**config.mk**
```make
export PLATFORM = sky130hd
export DESIGN_NAME = generic_fifo_sc_prog
export DESIGN_NICKNAME = d
export VERILOG_FILES = /design/src/rtl/generic_fifo_sc_prog.sv
export SDC_FILE = /design/constraint.sdc
export NUM_CORES = 1
export LEC_CHECK = 0
export BUFFER_PORTS_ARGS = -buffer_cell sky130_fd_sc_hd__clkbuf_2
export CORE_ASPECT_RATIO = 1.5
export CORE_UTILIZATION = 23
export DETAILED_ROUTE_END_ITERATION = 12
export SYNTH_ARGS = -nofsm -noshare
export SYNTH_HDL_FRONTEND = slang
export SYNTH_SLANG_ARGS = --single-unit
```
**constraint.sdc**
```tcl
create_clock -name clk -period 5.9 [get_ports clk]
set_input_delay 1.18 -clock clk [delete_from_list [all_inputs] [get_ports clk]]
set_output_delay 1.18 -clock clk [all_outputs]
set_load 0.005 [all_outputs]
```
**src/rtl/generic_fifo_sc_prog.sv**
```systemverilog
// generic_fifo_sc_prog: single-clock parametrised FIFO with standard or
// first-word-fall-through read, programmable almost-full/almost-empty
// thresholds, occupancy count and sticky overflow/underflow flags.
//
// Ports:
//   clk, rst          clock, asynchronous active-high reset
//   clr               synchronous clear (wins over we/re)
//   din, we           write data / write request
//   re                read request (pop)
//   dout              read data (registered, or head word when FWFT=1)
//   full, empty       level == DEPTH / level == 0
//   almost_full       level >= af_thr
//   almost_empty      level <= ae_thr
//   af_thr, ae_thr    run-time thresholds
//   level             occupancy 0..DEPTH
//   overflow          sticky: write refused because full
//   underflow         sticky: read refused because empty
module generic_fifo_sc_prog #(
  parameter int unsigned DW   = 8,
  parameter int unsigned AW   = 3,
  parameter int unsigned FWFT = 0
) (
  input  logic          clk,
  input  logic          rst,
  input  logic          clr,
  input  logic [DW-1:0] din,
  input  logic          we,
  input  logic          re,
  output logic [DW-1:0] dout,
  output logic          full,
  output logic          empty,
  output logic          almost_full,
  output logic          almost_empty,
  input  logic [AW:0]   af_thr,
  input  logic [AW:0]   ae_thr,
  output logic [AW:0]   level,
  output logic          overflow,
  output logic          underflow
);

  localparam int unsigned DEPTH = 1 << AW;
  localparam int unsigned LW    = AW + 1;

  logic [DW-1:0] mem [DEPTH];
  logic [AW-1:0] wp;
  logic [AW-1:0] rp;
  logic          wr_ok;
  logic          rd_ok;

  // A read in the same cycle frees a slot, so a full FIFO still takes a write.
  assign rd_ok = re & ~empty;
  assign wr_ok = we & (~full | rd_ok);

  // Flags decode from the level register only, never from live requests.
  assign full         = (level == LW'(DEPTH));
  assign empty        = (level == '0);
  assign almost_full  = (level >= af_thr);
  assign almost_empty = (level <= ae_thr);

  // Pointers, occupancy and sticky error flags.
  always_ff @(posedge clk or posedge rst) begin
    if (rst) begin
      wp        <= '0;
      rp        <= '0;
      level     <= '0;
      overflow  <= 1'b0;
      underflow <= 1'b0;
    end else if (clr) begin
      wp        <= '0;
      rp        <= '0;
      level     <= '0;
      overflow  <= 1'b0;
      underflow <= 1'b0;
    end else begin
      if (wr_ok) wp <= wp + AW'(1);
      if (rd_ok) rp <= rp + AW'(1);
      level <= level + LW'(wr_ok) - LW'(rd_ok);
      if (we & ~wr_ok) overflow  <= 1'b1;
      if (re & empty)  underflow <= 1'b1;
    end
  end

  // Storage array; contents survive clr since pointers make them unreachable.
  always_ff @(posedge clk) begin
    if (!rst && !clr && wr_ok) mem[wp] <= din;
  end

  generate
    if (FWFT != 0) begin : g_fwft
      // Head word is presented continuously; re acknowledges it.
      assign dout = mem[rp];
    end else begin : g_std
      // Registered read: one cycle latency, holds between pops.
      always_ff @(posedge clk or posedge rst) begin
        if (rst)        dout <= '0;
        else if (clr)   dout <= '0;
        else if (rd_ok) dout <= mem[rp];
      end
    end
  endgenerate

endmodule
```
Word level (Yosys, flattened, before mapping). Memory sizes are Yosys's and may differ from the RTL's. Cells that the tools add are included.

Add/subtract/negate cells: 4. $mul: 0. Div/mod/pow operators: 0. Order comparisons: 2. Equality and inequality tests: 1. Shifts and indexed selects: 0. Mux-type cells: 13. Bitwise logic cells: 8. Reductions and logical operators: 9.

Operators by type and width (number): 8-bit 2-to-1 mux (2); 3-bit 2-to-1 mux (4); 2-bit nonzero test (4); 3-bit by 1-bit adder with 3-bit output (second input constant) (2); 1-bit 2-to-1 mux (6); 4-bit by 1-bit adder with 4-bit output (1); 1-bit bitwise AND (4); 4-bit equality test (second input constant) (1); 4-bit greater-or-equal comparator (1); 4-bit <= comparator (1); 4-bit logical NOT (1); 4-bit 2-to-1 mux (1); 4-bit by 1-bit subtractor with 4-bit output (1); 1-bit NOT (3); 1-bit logical AND (2); 1-bit logical NOT (2); 1-bit bitwise OR (1).

Register bits after elaboration: 20. Bits in latches: 0. RAM bits: 64. Memory bits (read-only): 0. Output and inout port bits: 18. Logic and storage cells: 44. Memories kept: 1.

Memory list: mem (depth 8, width 8, read ports 1, clocked after memory_dff 0, write ports 1, RTL line 44) `logic [DW-1:0] mem [DEPTH];`.

Logic depth before layout (Yosys ltp). Gate-level depths: netlist of the first run.

Depth in word-level cells: 9. Mapped depth: 10.

Least setup slack after synthesis of the first run. Ideal clock, no wire load.

Path type: input-to-output. Start: input port ae_thr[1]. End: output port almost_empty. Arrival: 2090 ps. Slack: 2630 ps. Cell stages on the path: 6. Buffers on the path: 0. Path through: inv_1 -> ha_1 -> nor2b_1 -> o21a_1 -> o21a_1 -> o21ai_0.

Cells in the longest elaborated chain, start to end: 1.

Ends and longest elaborated chain: start, declared (RTL line 35) `input logic [AW:0] ae_thr,`; 4-bit <= comparator (RTL line 58) `assign almost_empty = (level <= ae_thr);`; end, declared (RTL line 33) `output logic almost_empty,`.

Every way passes these cells.

Final worst setup path of the first run. Same ends and word-level chain as after synthesis.

==> results of run 1 <==
[sequential cells by signal, indices dropped and copies added, names as in the netlist]
register and cells:
mem 64, dout 8, level 4, rp 3, wp 3, overflow 1, underflow 1
[worst max-delay path, stage by stage]
cell and delay [ns]:
clkbuf_2 0.08, inv_1 0.04, ha_1 0.29, nor2b_1 0.13, o21a_1 0.16, o21a_1 0.16, o21ai_0 0.14, clkbuf_2 0.13
[layout by cell type, fill, tap and decap left out, drive strengths merged, types with 3 or more instances in the layout]
cell type and n:
edfxtp 64, clkbuf 47, nor2 21, dfrtp 20
mux2 15, ha 15, inv 13, nand2 11
mux4 8, o22ai 7, o31ai 7, nor2b 5
clkinv 5, xor2 4, a21o 4, a21oi 4
nor3 4, nand3 3, buf 3
[through the flow]
step                instance area [um2]  hold WS [ns]  cells  total power, mW  setup slack (ns)
floorplan                          3670         0.473    238             1.08              2.63
global placement                   4100         0.470    475             1.19              2.44
detailed placement                 4100         0.469    475             1.21              2.40
CTS                                4410         0.483    491             1.80              2.40
global route                       4410         0.523    491             1.87              2.36
finish                             4410         0.474    491             1.77              2.41
[how the worst max path moves through the flow]
stage | startpoint | slack [ns] | to | cells past startpoint
after global routing | ae_thr[1] | 2.36 | almost_empty | 8
after global placement | ae_thr[1] | 2.44 | almost_empty | 8
after CTS | ae_thr[1] | 2.40 | almost_empty | 8
after floorplan | ae_thr[1] | 2.63 | almost_empty | 6
after detailed placement | ae_thr[1] | 2.40 | almost_empty | 8
final | ae_thr[1] | 2.41 | almost_empty | 8
[routing by layer]
metal,track usage [%],up-vias
li1,-,986
met1,10.2,1016
met2,17.7,28
met3,2.50,12
met4,5.10,0
met5,0,-
[cells by family (layout without fill, tap and decap cells)]
family,Yosys count,after routing,synth area share (%)
and+or+nand+nor,56,56,7.81
muxes,25,25,10.1
DFF,84,84,66.0
AOI/OAI and AO/OA,31,31,6.34
buffers and inverters,20,70,2.69
xor gates and xnor gates,6,6,1.43
adders and majority gates,16,16,5.66
[area by class of cell]
class                           instances  area [um2]  area share, %
Sequential cell                        84        2420           54.9
Multi-Input combinational cell        134        1160           26.3
Tap cell                              203         254           5.76
Clock buffer                            9         225           5.10
Timing Repair Buffer                   41         213           4.82
Clock inverter                          7        91.3           2.07
Inverter                               13        48.8           1.11
[report_power, final]
group	internal (mW)	switching (mW)
Clock	0.369	0.222
Sequential	0.684	0.0505
Combinational	0.228	0.220
==> out/qor.yml, run 1 <==
setup_violations: 0
clkTransAtPathRegs_ns: 0.06
dr.max_layer_used: "met4"
pwr_density_cell_mw_per_mm2: 402
wire_per_inst_um: 15.1
grt_pass1_vias: 2184
portBuffers: 38
hold-path-endpoint: "dout[5]"
viasPerCell: 4.16
finalHoldViolations: 0
track_usage_pct: 9.69
synth.distinct_cells: 41
maxCapViolCount: 0
async_reset_ff_share_pct: 23.8
fin_crit_sh_pct: 59.2
worst_slew_pin_slew_ns: 0.980
fin_crit_ns: 3.49
cts_root_buf: "clkbuf_16"
critPathKind: "in2out"
leakage_nw: 1.69
die_w_um: 105
fillers: 1545
clkLatencyLatePin_ns: 0.34
drv_slew: 0
timing.rr.end: "level[2]"
ys_ff_latch: 84
synthTopCellsByArea: "edfxtp_1, dfrtp_1, ha_1, mux4_2, mux2_2"
ys_seq_area_share_pct: 66.0
slew_headroom_pct: 34.4
worstPathMaxFanout: 2
wl_um: 7430
core_area_mm2: 0.0156
syn_inst: 238
fp.dieH_um: 157
htreeDepth: 3
timing.rr.start: "level[2]"
clock.fmax_mhz: 287
cts_hold_buf: 0
synth_edf_count: 64
cts_made_buffers: 9
area_growth_pct: 20.3
startpoint_type: "input port"
ys.flop_type: "edfxtp_1"
drtPass1Iterations: 4
reg2reg_setup_slack_ns: 3.46
gp_congestion: 0.715
layout.nets: 320
antenna_cells: 0
worst_setup_path_end_kind: "output pin"
reg2regPathDepth: 9
synth_most_common_cell: "edfxtp_1"
finalSetupTns_ns: 0
grt_pass1_wl_um: 11700
synth_nets: 275
holdPathStages: 2
ant_nets: 0
hpwl_um: 5050
met2_length_um: 4010
grt_overflow_total: 0
antenna_found_initial: 0
drt-met1-wl_um: 3000
ctsLongestPathBuffers: 2
post-cts-setup-buffers: 0
synth.top_cells.by_count: "edfxtp_1, nor2_1, dfrtp_1"
met3_length_um: 223
tritoncts: "done"
synth.avg_cell_area_um2: 15.4
vdd_ir_drop_max_v: 0.000155
outcome: "complete, no violations"
rows: 56
cp.required_ns: 4.72
ios: 39
synth_top_cell_area_share_pct: 52.4
arrival_ns: 2.31
start_util_pct: 23.5
drcViolationCount: 0
skew_ns: 0.00695
fin_util_pct: 28.2
grt_max_degree: 26
min_path_type: "reg2reg"
dr_total_vias: 2042
drive_above_1_share_pct: 30.9
dr.first_iter.drc_count: 78
synth_top_area_cell: "edfxtp_1"
syn-cell-area_mm2: 0.00367
ctsResizeCount: 0
die_area_mm2: 0.0165
synth_warnings: 0
rsz0062_at_grt: "false"
holdCritStartpoint: "dout[5]"
numClockSinks: 84
Note: power is estimated with default switching activity, not from simulation.
==> run 2: changes to the inputs <==
--- a/config.mk
+++ b/config.mk
@@ -5,6 +5,7 @@
 export SDC_FILE = /design/constraint.sdc
 export NUM_CORES = 1
 export LEC_CHECK = 0
+export ABC_AREA = 1
 export BUFFER_PORTS_ARGS = -buffer_cell sky130_fd_sc_hd__clkbuf_2
 export CORE_ASPECT_RATIO = 1.5
 export CORE_UTILIZATION = 23
==> constraint.sdc (replaced) <==
create_clock -name clk -period 2.8 [get_ports clk]
set_input_delay 0.56 -clock clk [delete_from_list [all_inputs] [get_ports clk]]
set_output_delay 0.56 -clock clk [all_outputs]
set_load 0.005 [all_outputs]
==> out/qor.yml, run 2 <==
grt_overflow_total: 0
area_growth_pct: 15.9
p_total_mw: 3.71
clock.fmax_mhz: 460
final_common_cell: "nand2_1"
numClockSinks: 84
min_path_type: "in2async"
fin_crit_sh_pct: 77.6
ios: 39
htreeDepth: 3
syn-cell-area_mm2: 0.00404
setup_violations: 0
skew_ns: 0.00774
viasPerCell: 4.13
largest_registers: "mem (64), dout (8), level (4)"
final_cell_mix: "nand2_1, inv_1, edfxtp_1"
finalHoldViolations: 0
outcome: "complete, no violations"
dr.first_iter.drc_count: 201
startpoint_type: "flip-flop"
cts_root_buf: "clkbuf_16"
crit_path_end: "almost_full"
antenna_found_initial: 0
track_usage_pct: 10.6
start_util_pct: 23.4
ant_nets: 0
worst_setup_path_end_kind: "output pin"
pwr_density_cell_mw_per_mm2: 793
fp.dieH_um: 164
dr_total_vias: 2723
arrival_ns: 1.61
wire_per_inst_um: 13.2
gp_congestion: 0.749
finalSetupTns_ns: 0
timing.rr.start: "level[2]"
reg2regPathDepth: 10
core_area_mm2: 0.0173
worstPathMaxFanout: 6
antenna_cells: 0
clkTransAtPathRegs_ns: 0.06
drv_slew: 0
die_w_um: 110
clkLatencyLatePin_ns: 0.34
synth_nets: 442
rsz0062_at_grt: "false"
layout.nets: 479
ys_seq_area_share_pct: 60.0
synth_top_area_cell: "edfxtp_1"
ctsResizeCount: 0
cts_made_buffers: 9
portBuffers: 38
synth.distinct_cells: 31
drive_above_1_share_pct: 16.4
wl_um: 8730
grt_pass1_wl_um: 13800
synth.avg_cell_area_um2: 9.98
die_area_mm2: 0.0181
fin_crit_ns: 2.17
largest_register_ffs: 64
ctsLongestPathBuffers: 2
hpwl_um: 6110
tritoncts: "done"
reg2reg_setup_slack_ns: 0.66
synth.top_cells.by_count: "nand2_1, inv_1, edfxtp_1"
drcViolationCount: 0
cts_hold_buf: 0
synth_most_common_cell: "nand2_1"
cp.required_ns: 2.24
timing.rr.end: "level[2]"
slew_headroom_pct: 48.5
maxCapViolCount: 0
top_register: "mem"
rows: 59
drtPass1Iterations: 7
grt_pass1_vias: 2651
vdd_ir_drop_max_v: 0.000301
critPathKind: "reg2out"
post-cts-setup-buffers: 0
ys.flop_type: "edfxtp_1"
synth_top_cell_area_share_pct: 47.6
whs_ns: 0.388
grt_max_degree: 35
synthTopCellsByArea: "edfxtp_1, dfrtp_1, nand2_1, nand3_1, inv_1"
syn_inst: 405
ys_ff_latch: 84
synth_warnings: 0
cp-startpoint: "level[1]"
leakage_nw: 2.12
async_reset_ff_share_pct: 23.8
synth_edf_count: 64
worst_slew_pin_slew_ns: 0.772
==> run 2: layer usage <==
layer	vias up	wire (um)	track usage, %
li1	1375	-	-
met1	1280	3320	11.3
met2	52	4790	18.9
met3	16	264	1.87
met4	0	359	6.52
met5	-	0	0
==> run 2: area by class of cell <==
type | count | area, um2
flip-flops and latches | 84 | 2420
clock inverters | 3 | 23.8
multi-input cells | 233 | 1250
repair buffers | 40 | 205
clock buffers | 12 | 236
fillers | 1852 | 12600
inverters | 74 | 280
well taps | 213 | 267
==> run 2: cell families after synthesis <==
logic type / Yosys count / share of synthesized area, %
DFF: 84 / 60.0
and+or+nand+nor: 202 / 23.5
buffers and inverters: 88 / 9.17
AOI/OAI and AO/OA: 12 / 1.55
xor gates and xnor gates: 3 / 0.650
adders and majority gates: 16 / 5.14
==> run 2: how the worst min path moves through the flow <==
| stage | depth (start not counted) | from | slack, ns | to |
|---|---|---|---|---|
| finish | 2 | rst | 0.39 | dout[0] |
| global route | 2 | rst | 0.46 | level[1] |
| CTS | 2 | rst | 0.42 | dout[0] |
| detailed placement | 2 | dout[3] | 0.47 | dout[3] |
| global placement | 2 | dout[3] | 0.47 | dout[3] |
| floorplan | 2 | dout[0] | 0.47 | dout[0] |
==> run 2: stage by stage <==
stage / utilization [%] / area (um2) / cells / setup slack (ns)
after floorplan: - / 4040 / 405 / 0.785
after global placement: 25.6 / 4420 / 644 / 0.711
after detailed placement: 25.6 / 4420 / 644 / 0.675
after CTS: 27.1 / 4680 / 659 / 0.599
after global routing: 27.1 / 4680 / 659 / 0.491
final: 27.1 / 4680 / 659 / 0.626
==> run 2: worst max-delay path, cell delays in order (launching register included) <==
cell and delay, ns:
dfrtp_1 0.48, ha_1 0.33, inv_1 0.06, nor2_1 0.04
o211ai_1 0.14, nand3_1 0.10, clkbuf_2 0.12
==> run 2: power by group <==
| group | leakage [nW] | internal, mW | switching [mW] |
|---|---|---|---|
| Sequential | 0.846 | 1.44 | 0.101 |
| Clock | 0.119 | 0.599 | 0.459 |
| Combinational | 1.16 | 0.406 | 0.706 |
